[src/rtl/d5m_pkg.sv]
// Shared types and constants for the synthetic D5M sensor stream generator.
// Counter widths bound the legal frame geometry of the generator.
package d5m_pkg;

  localparam int unsigned X_W   = 12;
  localparam int unsigned Y_W   = 12;
  localparam int unsigned CNT_W = 16;
  localparam int unsigned PIX_W = 12;
  localparam int unsigned FC_W  = 32;

  typedef enum logic [1:0] {
    MODE_BARS  = 2'd0,
    MODE_RAMP  = 2'd1,
    MODE_ROM   = 2'd2,
    MODE_CHECK = 2'd3
  } mode_e;

  typedef enum logic [2:0] {
    ST_IDLE   = 3'd0,
    ST_FRONT  = 3'd1,
    ST_LINE   = 3'd2,
    ST_HBLANK = 3'd3,
    ST_VBLANK = 3'd4
  } state_e;

  // Bayer site index is {y[0], x[0]}
  localparam logic [1:0] SITE_G1 = 2'b00;
  localparam logic [1:0] SITE_R  = 2'b01;
  localparam logic [1:0] SITE_B  = 2'b10;
  localparam logic [1:0] SITE_G2 = 2'b11;

  function automatic logic [PIX_W-1:0] pix_level(input logic on);
    return on ? {PIX_W{1'b1}} : {PIX_W{1'b0}};
  endfunction

endpackage

[src/rtl/d5m_pattern_lut.sv]
// Combinational pixel generator: maps mode and pixel coordinates to a 12-bit Bayer sample.
// Carries no state; all timing is owned by the instantiating stream generator.
module d5m_pattern_lut
  import d5m_pkg::*;
#(
  parameter int unsigned BAR_SHIFT = 7
) (
  input  logic [1:0]       mode_i,
  input  logic [X_W-1:0]   x_i,
  input  logic [Y_W-1:0]   y_i,
  input  logic [PIX_W-1:0] frame_i,
  input  logic [PIX_W-1:0] rom_data_i,
  output logic [PIX_W-1:0] pixel_o
);

  logic [2:0]       bar_c;
  logic [PIX_W-1:0] bar_pix;

  always_comb begin
    bar_c   = 3'd7 - 3'(x_i >> BAR_SHIFT);
    bar_pix = pix_level(bar_c[1]);
    pixel_o = '0;

    // R and B sites take their own colour channel, both green sites share G
    case ({y_i[0], x_i[0]})
      SITE_R:  bar_pix = pix_level(bar_c[2]);
      SITE_B:  bar_pix = pix_level(bar_c[0]);
      SITE_G1,
      SITE_G2: bar_pix = pix_level(bar_c[1]);
      default: bar_pix = pix_level(bar_c[1]);
    endcase

    case (mode_e'(mode_i))
      MODE_BARS:  pixel_o = bar_pix;
      MODE_RAMP:  pixel_o = PIX_W'(x_i + y_i + frame_i);
      MODE_ROM:   pixel_o = rom_data_i;
      MODE_CHECK: pixel_o = pix_level(x_i[4] ^ y_i[4]);
      default:    pixel_o = '0;
    endcase
  end

endmodule

[src/rtl/d5m_stream_gen.sv]
// Synthetic D5M transmitter: FVAL/LVAL/12-bit Bayer stream with one registered output stage.
// Stands in for the camera so the capture/RAW2RGB/SDRAM/VGA chain can run standalone.
module d5m_stream_gen
  import d5m_pkg::*;
#(
  parameter int unsigned H_ACTIVE  = 1280,
  parameter int unsigned V_ACTIVE  = 960,
  parameter int unsigned H_BLANK   = 160,
  parameter int unsigned FV2LV     = 32,
  parameter int unsigned V_BLANK   = 2000,
  parameter int unsigned BAR_SHIFT = 7,
  parameter int unsigned ROM_SHIFT = 3,
  parameter int unsigned ROM_W     = 160,
  parameter int unsigned ROM_AW    = 15
) (
  input  logic              iCLK,
  input  logic              iRST,
  input  logic              iSTART,
  input  logic              iSTOP,
  input  logic [1:0]        iMODE,
  output logic [ROM_AW-1:0] oROM_ADDR,
  input  logic [11:0]       iROM_DATA,
  output logic [11:0]       oDATA,
  output logic              oFVAL,
  output logic              oLVAL,
  output logic [31:0]       oFrame_Cont,
  output logic              oBUSY
);

  localparam bit PARAMS_OK =
      (H_ACTIVE >= 1) && (H_ACTIVE <= (1 << X_W)) &&
      (V_ACTIVE >= 1) && (V_ACTIVE <= (1 << Y_W)) &&
      (H_BLANK  >= 1) && (H_BLANK  <= (1 << CNT_W)) &&
      (FV2LV    >= 1) && (FV2LV    <= (1 << CNT_W)) &&
      (V_BLANK  >= 1) && (V_BLANK  <= (1 << CNT_W)) &&
      (ROM_AW   >= 1) && (ROM_AW   <= 32);

  if (!PARAMS_OK) begin : g_bad_params
    $fatal(1, "d5m_stream_gen: frame geometry does not fit the counter widths");
  end

  state_e             state_q, state_d;
  logic [X_W-1:0]     x_q, x_d;
  logic [Y_W-1:0]     y_q, y_d;
  logic [CNT_W-1:0]   cnt_q, cnt_d;
  logic               stop_q, stop_d;
  mode_e              mode_q, mode_d;
  logic [ROM_AW-1:0]  rom_addr_q, rom_addr_d;
  logic               busy_q;

  logic               fval_q;
  logic               lval_q;
  logic [X_W-1:0]     x1_q;
  logic [Y_W-1:0]     y1_q;
  logic [FC_W-1:0]    frame_q;
  logic [PIX_W-1:0]   pix_c;

  // Next-state logic for the frame timing FSM and its coordinate counters
  always_comb begin
    state_d    = state_q;
    x_d        = x_q;
    y_d        = y_q;
    cnt_d      = cnt_q;
    stop_d     = stop_q;
    mode_d     = mode_q;
    rom_addr_d = '0;

    if (state_q != ST_IDLE && iSTOP) begin
      stop_d = 1'b1;
    end

    case (state_q)
      ST_IDLE: begin
        if (iSTART && !iSTOP) begin
          state_d = ST_FRONT;
          cnt_d   = '0;
          stop_d  = 1'b0;
          mode_d  = mode_e'(iMODE);
        end
      end
      ST_FRONT: begin
        if (cnt_q == CNT_W'(FV2LV - 1)) begin
          state_d = ST_LINE;
          x_d     = '0;
          y_d     = '0;
        end else begin
          cnt_d = cnt_q + CNT_W'(1);
        end
      end
      ST_LINE: begin
        if (x_q == X_W'(H_ACTIVE - 1)) begin
          state_d = ST_HBLANK;
          cnt_d   = '0;
        end else begin
          x_d = x_q + X_W'(1);
        end
      end
      ST_HBLANK: begin
        if (cnt_q == CNT_W'(H_BLANK - 1)) begin
          if (y_q == Y_W'(V_ACTIVE - 1)) begin
            state_d = ST_VBLANK;
            cnt_d   = '0;
          end else begin
            state_d = ST_LINE;
            x_d     = '0;
            y_d     = y_q + Y_W'(1);
          end
        end else begin
          cnt_d = cnt_q + CNT_W'(1);
        end
      end
      ST_VBLANK: begin
        if (cnt_q == CNT_W'(V_BLANK - 1)) begin
          if (stop_d) begin
            state_d = ST_IDLE;
            stop_d  = 1'b0;
          end else begin
            state_d = ST_FRONT;
            cnt_d   = '0;
            mode_d  = mode_e'(iMODE);
          end
        end else begin
          cnt_d = cnt_q + CNT_W'(1);
        end
      end
      default: state_d = ST_IDLE;
    endcase

    // Address is registered from next-state coordinates so it lines up with stage 0
    if (state_d == ST_LINE) begin
      rom_addr_d = ROM_AW'(32'(y_d >> ROM_SHIFT) * 32'(ROM_W) + 32'(x_d >> ROM_SHIFT));
    end
  end

  // Stage 0: FSM state and coordinates
  always_ff @(posedge iCLK) begin
    if (iRST) begin
      state_q    <= ST_IDLE;
      x_q        <= '0;
      y_q        <= '0;
      cnt_q      <= '0;
      stop_q     <= 1'b0;
      mode_q     <= MODE_BARS;
      rom_addr_q <= '0;
      busy_q     <= 1'b0;
    end else begin
      state_q    <= state_d;
      x_q        <= x_d;
      y_q        <= y_d;
      cnt_q      <= cnt_d;
      stop_q     <= stop_d;
      mode_q     <= mode_d;
      rom_addr_q <= rom_addr_d;
      busy_q     <= (state_d != ST_IDLE);
    end
  end

  // Stage 1: registered valids, delayed coordinates and the completed-frame count
  always_ff @(posedge iCLK) begin
    if (iRST) begin
      fval_q  <= 1'b0;
      lval_q  <= 1'b0;
      x1_q    <= '0;
      y1_q    <= '0;
      frame_q <= '0;
    end else begin
      fval_q <= (state_q == ST_FRONT) || (state_q == ST_LINE) || (state_q == ST_HBLANK);
      lval_q <= (state_q == ST_LINE);
      x1_q   <= x_q;
      y1_q   <= y_q;
      if (state_q == ST_VBLANK && cnt_q == '0) begin
        frame_q <= frame_q + FC_W'(1);
      end
    end
  end

  // Pixel decode runs on stage-1 registers so ROM data returned for the stage-0 address lands on time
  d5m_pattern_lut #(
    .BAR_SHIFT (BAR_SHIFT)
  ) u_lut (
    .mode_i     (mode_q),
    .x_i        (x1_q),
    .y_i        (y1_q),
    .frame_i    (frame_q[PIX_W-1:0]),
    .rom_data_i (iROM_DATA),
    .pixel_o    (pix_c)
  );

  assign oDATA       = lval_q ? pix_c : '0;
  assign oFVAL       = fval_q;
  assign oLVAL       = lval_q;
  assign oFrame_Cont = frame_q;
  assign oBUSY       = busy_q;
  assign oROM_ADDR   = rom_addr_q;

endmodule

[config.mk]
export PLATFORM = sky130hd
export DESIGN_NAME = d5m_stream_gen
export DESIGN_NICKNAME = d
export VERILOG_FILES = /design/src/rtl/d5m_pkg.sv /design/src/rtl/d5m_pattern_lut.sv /design/src/rtl/d5m_stream_gen.sv
export SDC_FILE = /design/constraint.sdc
export NUM_CORES = 1
export LEC_CHECK = 0
export BUFFER_PORTS_ARGS = -buffer_cell sky130_fd_sc_hd__buf_2
export CELL_PAD_IN_SITES_DETAIL_PLACEMENT = 0
export CELL_PAD_IN_SITES_GLOBAL_PLACEMENT = 2
export CORE_MARGIN = 3
export CORE_UTILIZATION = 38
export DETAILED_ROUTE_END_ITERATION = 8
export PLACE_DENSITY_LB_ADDON = 0.2
export SLEW_MARGIN = 40
export SYNTH_ARGS = -nofsm -noshare
export SYNTH_HDL_FRONTEND = slang
export SYNTH_SLANG_ARGS = --single-unit
[constraint.sdc]
create_clock -name iCLK -period 10.5 [get_ports iCLK]
set_input_delay 0 -clock iCLK [delete_from_list [all_inputs] [get_ports iCLK]]
set_output_delay 0 -clock iCLK [all_outputs]
set_load 0.02 [all_outputs]
; ---- Yosys cells after proc, flatten, opt, wreduce, memory -nomap -nowiden
; Index checks and enable logic that the tools add are counted.
[totals]
in_bits = 18
out_inout_bits = 62
regBits = 120
[op_classes]
add_sub_neg = 8
mux = 40
mul = 1
bitwise_logic = 2
n_reduce_logical = 22
eq_ne = 27
[op_table]
columns = cell, n
row1 = two-way mux 12 bit, 12
row2 = two-way mux 16 bit, 7
row3 = case mux 16 bit (5 select lines), 1
row4 = case mux 12 bit (3 select lines), 2
row5 = case mux 12 bit (4 select lines), 1
row6 = adder 32 x 1 -> 32 bit (second input constant), 1
row7 = adder 12 x 1 -> 12 bit (second input constant), 2
row8 = adder 12 bit, 2
row9 = case mux 12 bit (2 select lines), 1
row10 = two-way mux 3 bit, 6
row11 = != test 2 bit (second input constant), 9
row12 = adder 16 x 1 -> 16 bit (second input constant), 1
row13 = == test 16 x 11 -> 1 bit (second input constant), 1
row14 = == test 16 x 5 -> 1 bit (second input constant), 1
row15 = == test 16 x 8 -> 1 bit (second input constant), 1
row16 = zero test 16 bit, 1
row17 = adder 15 x 9 -> 15 bit, 1
row18 = case mux 3 bit (5 select lines), 1
row19 = == test 12 x 10 -> 1 bit (second input constant), 1
row20 = == test 12 x 11 -> 1 bit (second input constant), 1
row21 = multiplier 9 x 3 -> 10 bit (second input constant), 1
row22 = == test 3 x 2 -> 1 bit (second input constant), 3
row23 = nonzero test 3 bit, 3
row24 = == test 2 bit (second input constant), 4
row25 = 22 further kinds, 36

; ---- Longest topological paths before layout
; Gate-level depths: netlist of run 1.
[logic_depth]
depth_word = 9
depth_mapped = 20
mapped_depth_nobuf = 19

; ---- Modules after synthesis
; From an unflattened synthesis of run 1, not the netlist that was laid out.
[hier_totals]
cells_unflattened = 811
area_unflattened_um2 = 6894.1
[modules_own_cells]
columns = mod, cells_each, seq_area_each_um2, area_each_um2, n_inst
row1 = d5m_stream_gen, 706, 2402.3, 5967.0, 1
row2 = d5m_pattern_lut, 105, 0.0, 927.1, 1

; ---- Least setup slack after synthesis of run 1
; OpenSTA, ideal clock, no wires.
[synth_path]
path_type = register to register
startpoint = register cnt_q[1]
endpoint = register rom_addr_q[14], in the netlist oROM_ADDR[14]
path_buffers = 1
setup_time_ps = 128
stages_incl_launch_ff = 20
setup_slack_ps = 5955
arrival_time_ps = 4418
t_required_ps = 10372
path_cell_list = dfxtp_1 > ha_1 > and4_1 > and4_1 > clkbuf_1 > a21oi_1 > nor3_1 > o21ai_0 > a21o_1 > ha_1 > ha_1 > inv_1 > fa_1 > xnor2_1 > nand2b_1 > or4b_2 > nor4bb_1 > xnor2_1 > xnor2_1 > nor2_1
[synth_rtl]
columns = item, line_no
row1 = from (decl), d5m_stream_gen.sv:45  ; logic [CNT_W-1:0] cnt_q, cnt_d;
row2 = from (signal assigned), d5m_stream_gen.sv:150  ; cnt_q <= cnt_d;
row3 = == test 16 x 8 -> 1 bit / == test 16 x 5 -> 1 bit (equally long branches), "d5m_stream_gen.sv:99, d5m_stream_gen.sv:82"
row4 = "two-way mux 12 bit, on equally long branches", "d5m_stream_gen.sv:99, d5m_stream_gen.sv:82"
row5 = case mux 12 bit (2 select lines) *, d5m_stream_gen.sv:72  ; case (state_q)
row6 = net y_d[6], d5m_stream_gen.sv:44  ; logic [Y_W-1:0] y_q, y_d;
row7 = multiplier 9 x 3 -> 10 bit *, d5m_stream_gen.sv:131  ; rom_addr_d = ROM_AW'(32'(y_d >> ROM_SHIFT) * 32'(ROM_W) + 32'(x_d >> ROM_SHIFT));
row8 = adder 15 x 9 -> 15 bit *, d5m_stream_gen.sv:131
row9 = to (signal assigned), d5m_stream_gen.sv:153  ; rom_addr_q <= rom_addr_d;
row10 = to (decl), d5m_stream_gen.sv:48  ; logic [ROM_AW-1:0] rom_addr_q, rom_addr_d;
; The timed path passes the listed nets; every way through them passes the cells marked *. The select of a mux whose other input is x is not followed.
; A chain may end at the register's enable or synchronous reset.

; ---- Final worst setup path of run 1
; Same ends and word-level chain as after synthesis.

==> results of run 1 <==
==> per-stage QoR <==
| stage | util [%] | cell area (µm²) | power, mW | cells |
|---|---|---|---|---|
| final | 46.5 | 7860 | 1.05 | 1097 |
| after global routing | 46.5 | 7860 | 1.09 | 1097 |
| after CTS | 46.5 | 7860 | 1.07 | 1097 |
| after detailed placement | 43.0 | 7250 | 0.499 | 1063 |
| after global placement | 42.9 | 7240 | 0.499 | 1063 |
| after floorplan | - | 6650 | 0.489 | 787 |
==> kinds of logic after synthesis <==
logic type / synth area share (%)
adders and majority gates: 10.6
and+or+nand+nor: 27.7
AOI/OAI and AO/OA: 13.5
DFF: 36.1
xor gates and xnor gates: 7.90
buffers and inverters: 3.27
muxes: 0.903
==> path summary, 6_finish.rpt <==
kind	cells past startpoint	start	slack [ps]	endpoint
max	19	cnt_q[1]$_SDFFE_PP0P_	5420	oROM_ADDR[14]$_SDFF_PP0_
min	4	iSTOP	40	stop_q$_SDFF_PP0_
max reg2reg	19	cnt_q[1]$_SDFFE_PP0P_	5420	oROM_ADDR[14]$_SDFF_PP0_
min reg2reg	2	x_q[6]$_SDFF_PP0_	490	x1_q[6]$_SDFF_PP0_
==> worst max-delay path: cells and delay by family, from the launching register on <==
| family | cells | cell delay (ps) |
|---|---|---|
| adder cells (fa/ha/maj) | 4 | 1110 |
| buffers and inverters | 1 | 60 |
| flip-flops | 1 | 430 |
| AO/OA/AOI/OAI | 2 | 290 |
| AND/OR/NAND/NOR | 9 | 2480 |
| XOR/XNOR | 3 | 560 |
==> sequential cells by signal (all words and copies together), names as in the netlist, 2 cells and up <==
register	flops
cnt_q	16
mode_q	2
oFrame_Cont	32
oROM_ADDR	15
state_q	3
x1_q	12
x_q	12
y1_q	12
y_q	12
==> what timing repair did <==
action / 4_1_cts / 5_1_grt
hold buffers: 2 / 0
endpoints found under the hold margin: 2 / 0
gates resized for setup: 0 / 0
==> area by class of cell <==
class | instances | area, µm² | area share (%)
sequential | 120 | 2400 | 30.6
clock buffer | 18 | 439 | 5.59
inverter | 30 | 113 | 1.43
tap | 220 | 275 | 3.50
multi-input combinational | 611 | 4040 | 51.4
clock inverter | 14 | 143 | 1.82
timing repair buffer | 84 | 442 | 5.62
==> cells in the final DEF (no fill, tap or decap), types with 5 or more instances in the layout <==
cell       instances
ha_1              34
inv_1             30
clkbuf_16         17
o22ai_1            6
mux2i_1            6
a221oi_1           9
nand4_1           18
nand2b_1           6
buf_2             79
nand2_1           47
and2_1             5
o31ai_1            5
nor4_2             5
nor3b_1            6
o21ai_0           44
dfxtp_1          120
a21o_1             7
fa_1              14
nor2_1           110
or3_1             13
xnor2_1           38
nor2b_1           42
xor2_1            22
nor3_1            19
clkinv_4           6
and4_1             8
a211oi_1           6
nor4_1            11
a21oi_1           37
and3_1            12
nand3_1           36
==> power by group <==
group / total [mW] / internal, mW / switching (mW)
Clock: 0.563 / 0.338 / 0.225
Combinational: 0.0303 / 0.00984 / 0.0205
Sequential: 0.459 / 0.457 / 0.00228
==> layer usage <==
metal	vias up	share of wire [%]
li1	2943	-
met1	2723	50
met2	104	46
met3	4	4.0
met4	0	0.44
met5	-	0
==> run summary, run 1 <==
Critical path fanouts, max: 7
Most used routing layer: met2
Largest stage delay, worst path: 680 ps
Htree depth: 4
CP required: 10780 ps
Minimum clock period: 5080 ps
Largest net degree at the start of global routing: 90
Initial antenna violation count: 0
First-pass GRT wire length: 28600 µm
Final Hold Viols: 0
DR vias/cell: 5.26
Fill cell count: 1667
Synth Instances: 787
Avg WL per Cell: 15.4 µm
Critical Path AT: 5360 ps
Top-count cell post-synth: dfxtp_1
Mean post-synth cell area: 8.45 µm²
Total clock sinks: 120
Dpl ws: 5450 ps
Outcome: finished, final reports clean
Core ar.: 16900 µm²
Hold slack final: 42.0 ps
Post-synth cell types: 58
Mapped Area: 6650 µm²
Clock Latency Late Sink: 410 ps
GRT Util Overall: 17.8%
CTS Buf Count: 17
Setup bufs post-CTS: 0
CP max-delay cell: or4b_2
Area share of the largest cell type after synthesis: 36.1%
ANT cells: 0
Die W: 138 µm
Tcrit/Tclk final: 48.4%
Reg clk slew, reported paths: 60 ps
I/O pin count: 80
TNS Setup: 0 ps
Synth-to-layout area growth: 18.1%
GPL Wtd Cong: 0.807
Met3 usage: 4.11%
Max-Cap Viols: 0
Drt pass-1 iters: 5
Most frequent cells after synthesis: 120 x dfxtp_1, 111 x nor2_1, 47 x nand2_1
Final #Nets: 930
Total wire length: 16900 µm
Rows: 47
Final setup vio count: 0
Worst setup margin: 5420 ps
Routed Antenna Nets: 0
Port bufs: 79
Worst slew pin tran: 735 ps
CTS tree: done
Synth Warn #: 0
DRC viols: 0
Max clock buf depth: 2
Initial drt markers: 310
#FFs+latches synth: 120
Ratio of cells with drive above 1 in the final layout: 15.1%
Total Die Area: 19100 µm²
Max Freq: 197 MHz
Clock Skews: 15.1 ps
Largest area contributor in the netlist: dfxtp_1
Max-slew violation count: 0
Total vias in the final route: 5774
Ys async rst share: 0%
Syn Nets: 853
Vias in the first global route: 5654
Worst setup SP type: register
Post-synth EDFFs: 0
RSZ-0062 raised after global routing: no
Total leakage power: 3.20 nW
Met1 Track Usage GR: 24.5%
Synth top area cells: dfxtp_1 36%, ha_1 6.4%, nor2_1 6.3%
CP Class: reg -> reg
Main flop type after synthesis: dfxtp_1
Sequential share of the synthesized area: 36.1%
GRT Residual Overflow: 0
Die H: 138 µm
Met2 Use GR: 28.6%
Detailed placer's ending HPWL: 12700 µm
Slew headroom: 50.6%
Starting Density: 39.4%
Hold Path Class: in -> reg
Setup crit end kind: register
Max VDD drop: 0.110 mV
Root buf cell: clkbuf_16
Crit path cell chain: ha_1 > and4_1 > and4_1 > a21oi_1 > nor3_1 > o21ai_0 > nand2_1 > nand2_1 > ha_1 > ha_1 > inv_1 > fa_1 > xnor2_1 > nand2b_1 > or4b_2 > nor4bb_1 > xnor2_1 > xnor2_1 > nor2_1
Cell Pwr Density: 134 nW/µm²
No activity file was read; power rests on OpenSTA's default activity.
==> run 2, diff against run 1 <==
--- a/config.mk
+++ b/config.mk
@@ -9,7 +9,7 @@
 export CELL_PAD_IN_SITES_DETAIL_PLACEMENT = 0
 export CELL_PAD_IN_SITES_GLOBAL_PLACEMENT = 2
 export CORE_MARGIN = 3
-export CORE_UTILIZATION = 38
+export CORE_UTILIZATION = 35
 export DETAILED_ROUTE_END_ITERATION = 8
 export PLACE_DENSITY_LB_ADDON = 0.2
 export SLEW_MARGIN = 40
==> constraint.sdc (replaced) <==
create_clock -name iCLK -period 5.2 [get_ports iCLK]
set_input_delay 0 -clock iCLK [delete_from_list [all_inputs] [get_ports iCLK]]
set_output_delay 0 -clock iCLK [all_outputs]
set_load 0.02 [all_outputs]
==> run 2 against run 1 <==
Net effect:
- critical path type unchanged
- worst setup slack lost 5100 ps
- combinational power grew 100%
- routed wire length grew 2.2%
- register-to-register slack lost 5100 ps
- via count grew 0.55%
- cell area grew 1.2%
- largest cell class unchanged
- clock skew shrank 4.7 ps
- non-clock buffer count grew 7
- sequential share of layout area shrank 0.35 points
==> run summary, run 2 (synthesized netlist as in run 1, its figures left out) <==
Max VDD drop: 0.200 mV
RSZ-0062 raised after global routing: no
Cell area after layout: 7950 µm²
Top cell by count, worst path: ha_1
Root buf cell: clkbuf_16
R2r startpoint: y_q[0]$_SDFFE_PP0P_
Hold Path End: stop_q$_SDFF_PP0_
Detailed placer's ending HPWL: 12900 µm
CTS tree: done
Clock Latency Late Sink: 420 ps
CP max-delay cell: or4b_2
Starting Density: 36.3%
Tcrit/Tclk final: 93.8%
Total wire length: 17300 µm
I/O pin count: 80
Worst Hold Launch: iSTOP
Hold Path Class: in -> reg
CP required: 5490 ps
Die H: 144 µm
Hold path cells: 4
DR vias/cell: 5.22
First-pass GRT wire length: 28500 µm
Total vias in the final route: 5806
Total clock sinks: 120
Most frequent cells in the layout: 120 x dfxtp_1, 108 x nor2_1, 79 x buf_2, 47 x nand2_1, 44 x o21ai_0
Ratio of cells with drive above 1 in the final layout: 16.3%
Total Die Area: 20700 µm²
GRT Util Overall: 17.1%
Final Util: 43.3%
Cell Pwr Density: 268 nW/µm²
Final setup vio count: 0
Worst setup SP type: register
Clock Skews: 10.4 ps
Die W: 144 µm
Initial antenna violation count: 0
Max-slew violation count: 0
Worst reg2reg path endpoint: oROM_ADDR[14]$_SDFF_PP0_
Reg clk slew, reported paths: 60 ps
Rows: 49
Vias in the first global route: 5653
Max clock buf depth: 2
Core ar.: 18300 µm²
Worst slew pin tran: 857 ps
Most common cell after layout, fill and taps aside: dfxtp_1
Avg WL per Cell: 15.5 µm
Max Freq: 205 MHz
Setup crit end kind: register
GRT Residual Overflow: 0
TNS Setup: 0 ps
Minimum clock period: 4880 ps
Total leakage power: 3.23 nW
Crit path cell chain: ha_1 > and4_1 > nand4_1 > o21ai_0 > o21ai_0 > a21o_1 > ha_1 > ha_1 > inv_1 > fa_1 > nand2b_1 > or4b_2 > nor4bb_1 > xnor2_1 > xnor2_1 > nor2_1
Flip-flop count of the largest register after layout: 32
R2R setup slack: 320 ps
Drt pass-1 iters: 7
ANT cells: 0
Slew headroom: 42.3%
Critical path fanouts, max: 5
Final Hold Viols: 0
GPL Wtd Cong: 0.844
Critical Path AT: 5160 ps
Largest stage delay, worst path: 670 ps
DRC viols: 0
Largest net degree at the start of global routing: 90
Routed Antenna Nets: 0
Placement Cell Area: 7310 µm²
Port bufs: 79
CP Class: reg -> reg
Initial drt markers: 351
Final #Nets: 937
CTS Buf Count: 17
Outcome: finished, final reports clean
Worst Reg2Reg Path Length in Cells: 16
Max-Cap Viols: 0
Htree depth: 4
Synth-to-layout area growth: 19.4%
-- run 2: worst max path at each step --
stage	startpoint	to	slack, ps
6_report	y_q[0]$_SDFFE_PP0P_	oROM_ADDR[14]$_SDFF_PP0_	320
3_5_place_dp	cnt_q[1]$_SDFFE_PP0P_	oROM_ADDR[14]$_SDFF_PP0_	150
5_1_grt	cnt_q[1]$_SDFFE_PP0P_	oROM_ADDR[14]$_SDFF_PP0_	30
2_1_floorplan	cnt_q[1]$_SDFFE_PP0P_	oROM_ADDR[14]$_SDFF_PP0_	650
3_3_place_gp	cnt_q[1]$_SDFFE_PP0P_	oROM_ADDR[14]$_SDFF_PP0_	230
4_1_cts	cnt_q[1]$_SDFFE_PP0P_	oROM_ADDR[14]$_SDFF_PP0_	110
-- run 2: where the power goes --
part	internal [mW]	switching, mW	leakage [nW]
clock network	0.680	0.462	0.275
logic	0.0199	0.0419	1.99
registers	0.923	0.00459	0.967
-- run 2: worst max-delay path: cells and delay by family (launching register included) --
kind | cells | cell delay, ps
and+or+nand+nor | 6 | 1730
adders and majority gates | 4 | 1270
AOI/OAI and AO/OA | 3 | 950
DFF | 1 | 410
xor gates and xnor gates | 2 | 320
buffers and inverters | 1 | 80
-- run 2: what timing repair did --
item                       CTS  global route
buffers inserted             0             1
hold endpoints to repair     2             0
hold buffers                 2             0
setup endpoints to repair    0             1
gates resized for setup      0             7
-- run 2: final cells by class --
class | count | area, µm²
Timing Repair Buffer | 91 | 494
Tap cell | 229 | 287
Multi-Input combinational cell | 611 | 4070
Sequential cell | 120 | 2400
Inverter | 30 | 113
Clock buffer | 18 | 439
Clock inverter | 14 | 143
Fill cell | 1864 | 10400
-- run 2: layer usage --
| metal | global-route usage [%] | part of all wire, % |
|---|---|---|
| met1 | 23.3 | 49 |
| met2 | 26.8 | 44 |
| met3 | 3.79 | 5.0 |
| met4 | 6.10 | 1.9 |
| met5 | 0 | 0 |
-- run 2: metrics by stage --
step,power (mW),hold slack [ps],cells,setup WS (ps)
2_1_floorplan,0.988,144,787,655
3_3_place_gp,1.01,247,1078,230
3_5_place_dp,1.01,253,1078,151
4_1_cts,2.16,14.0,1112,112
5_1_grt,2.22,57.1,1113,28.4
6_report,2.13,40.8,1113,323
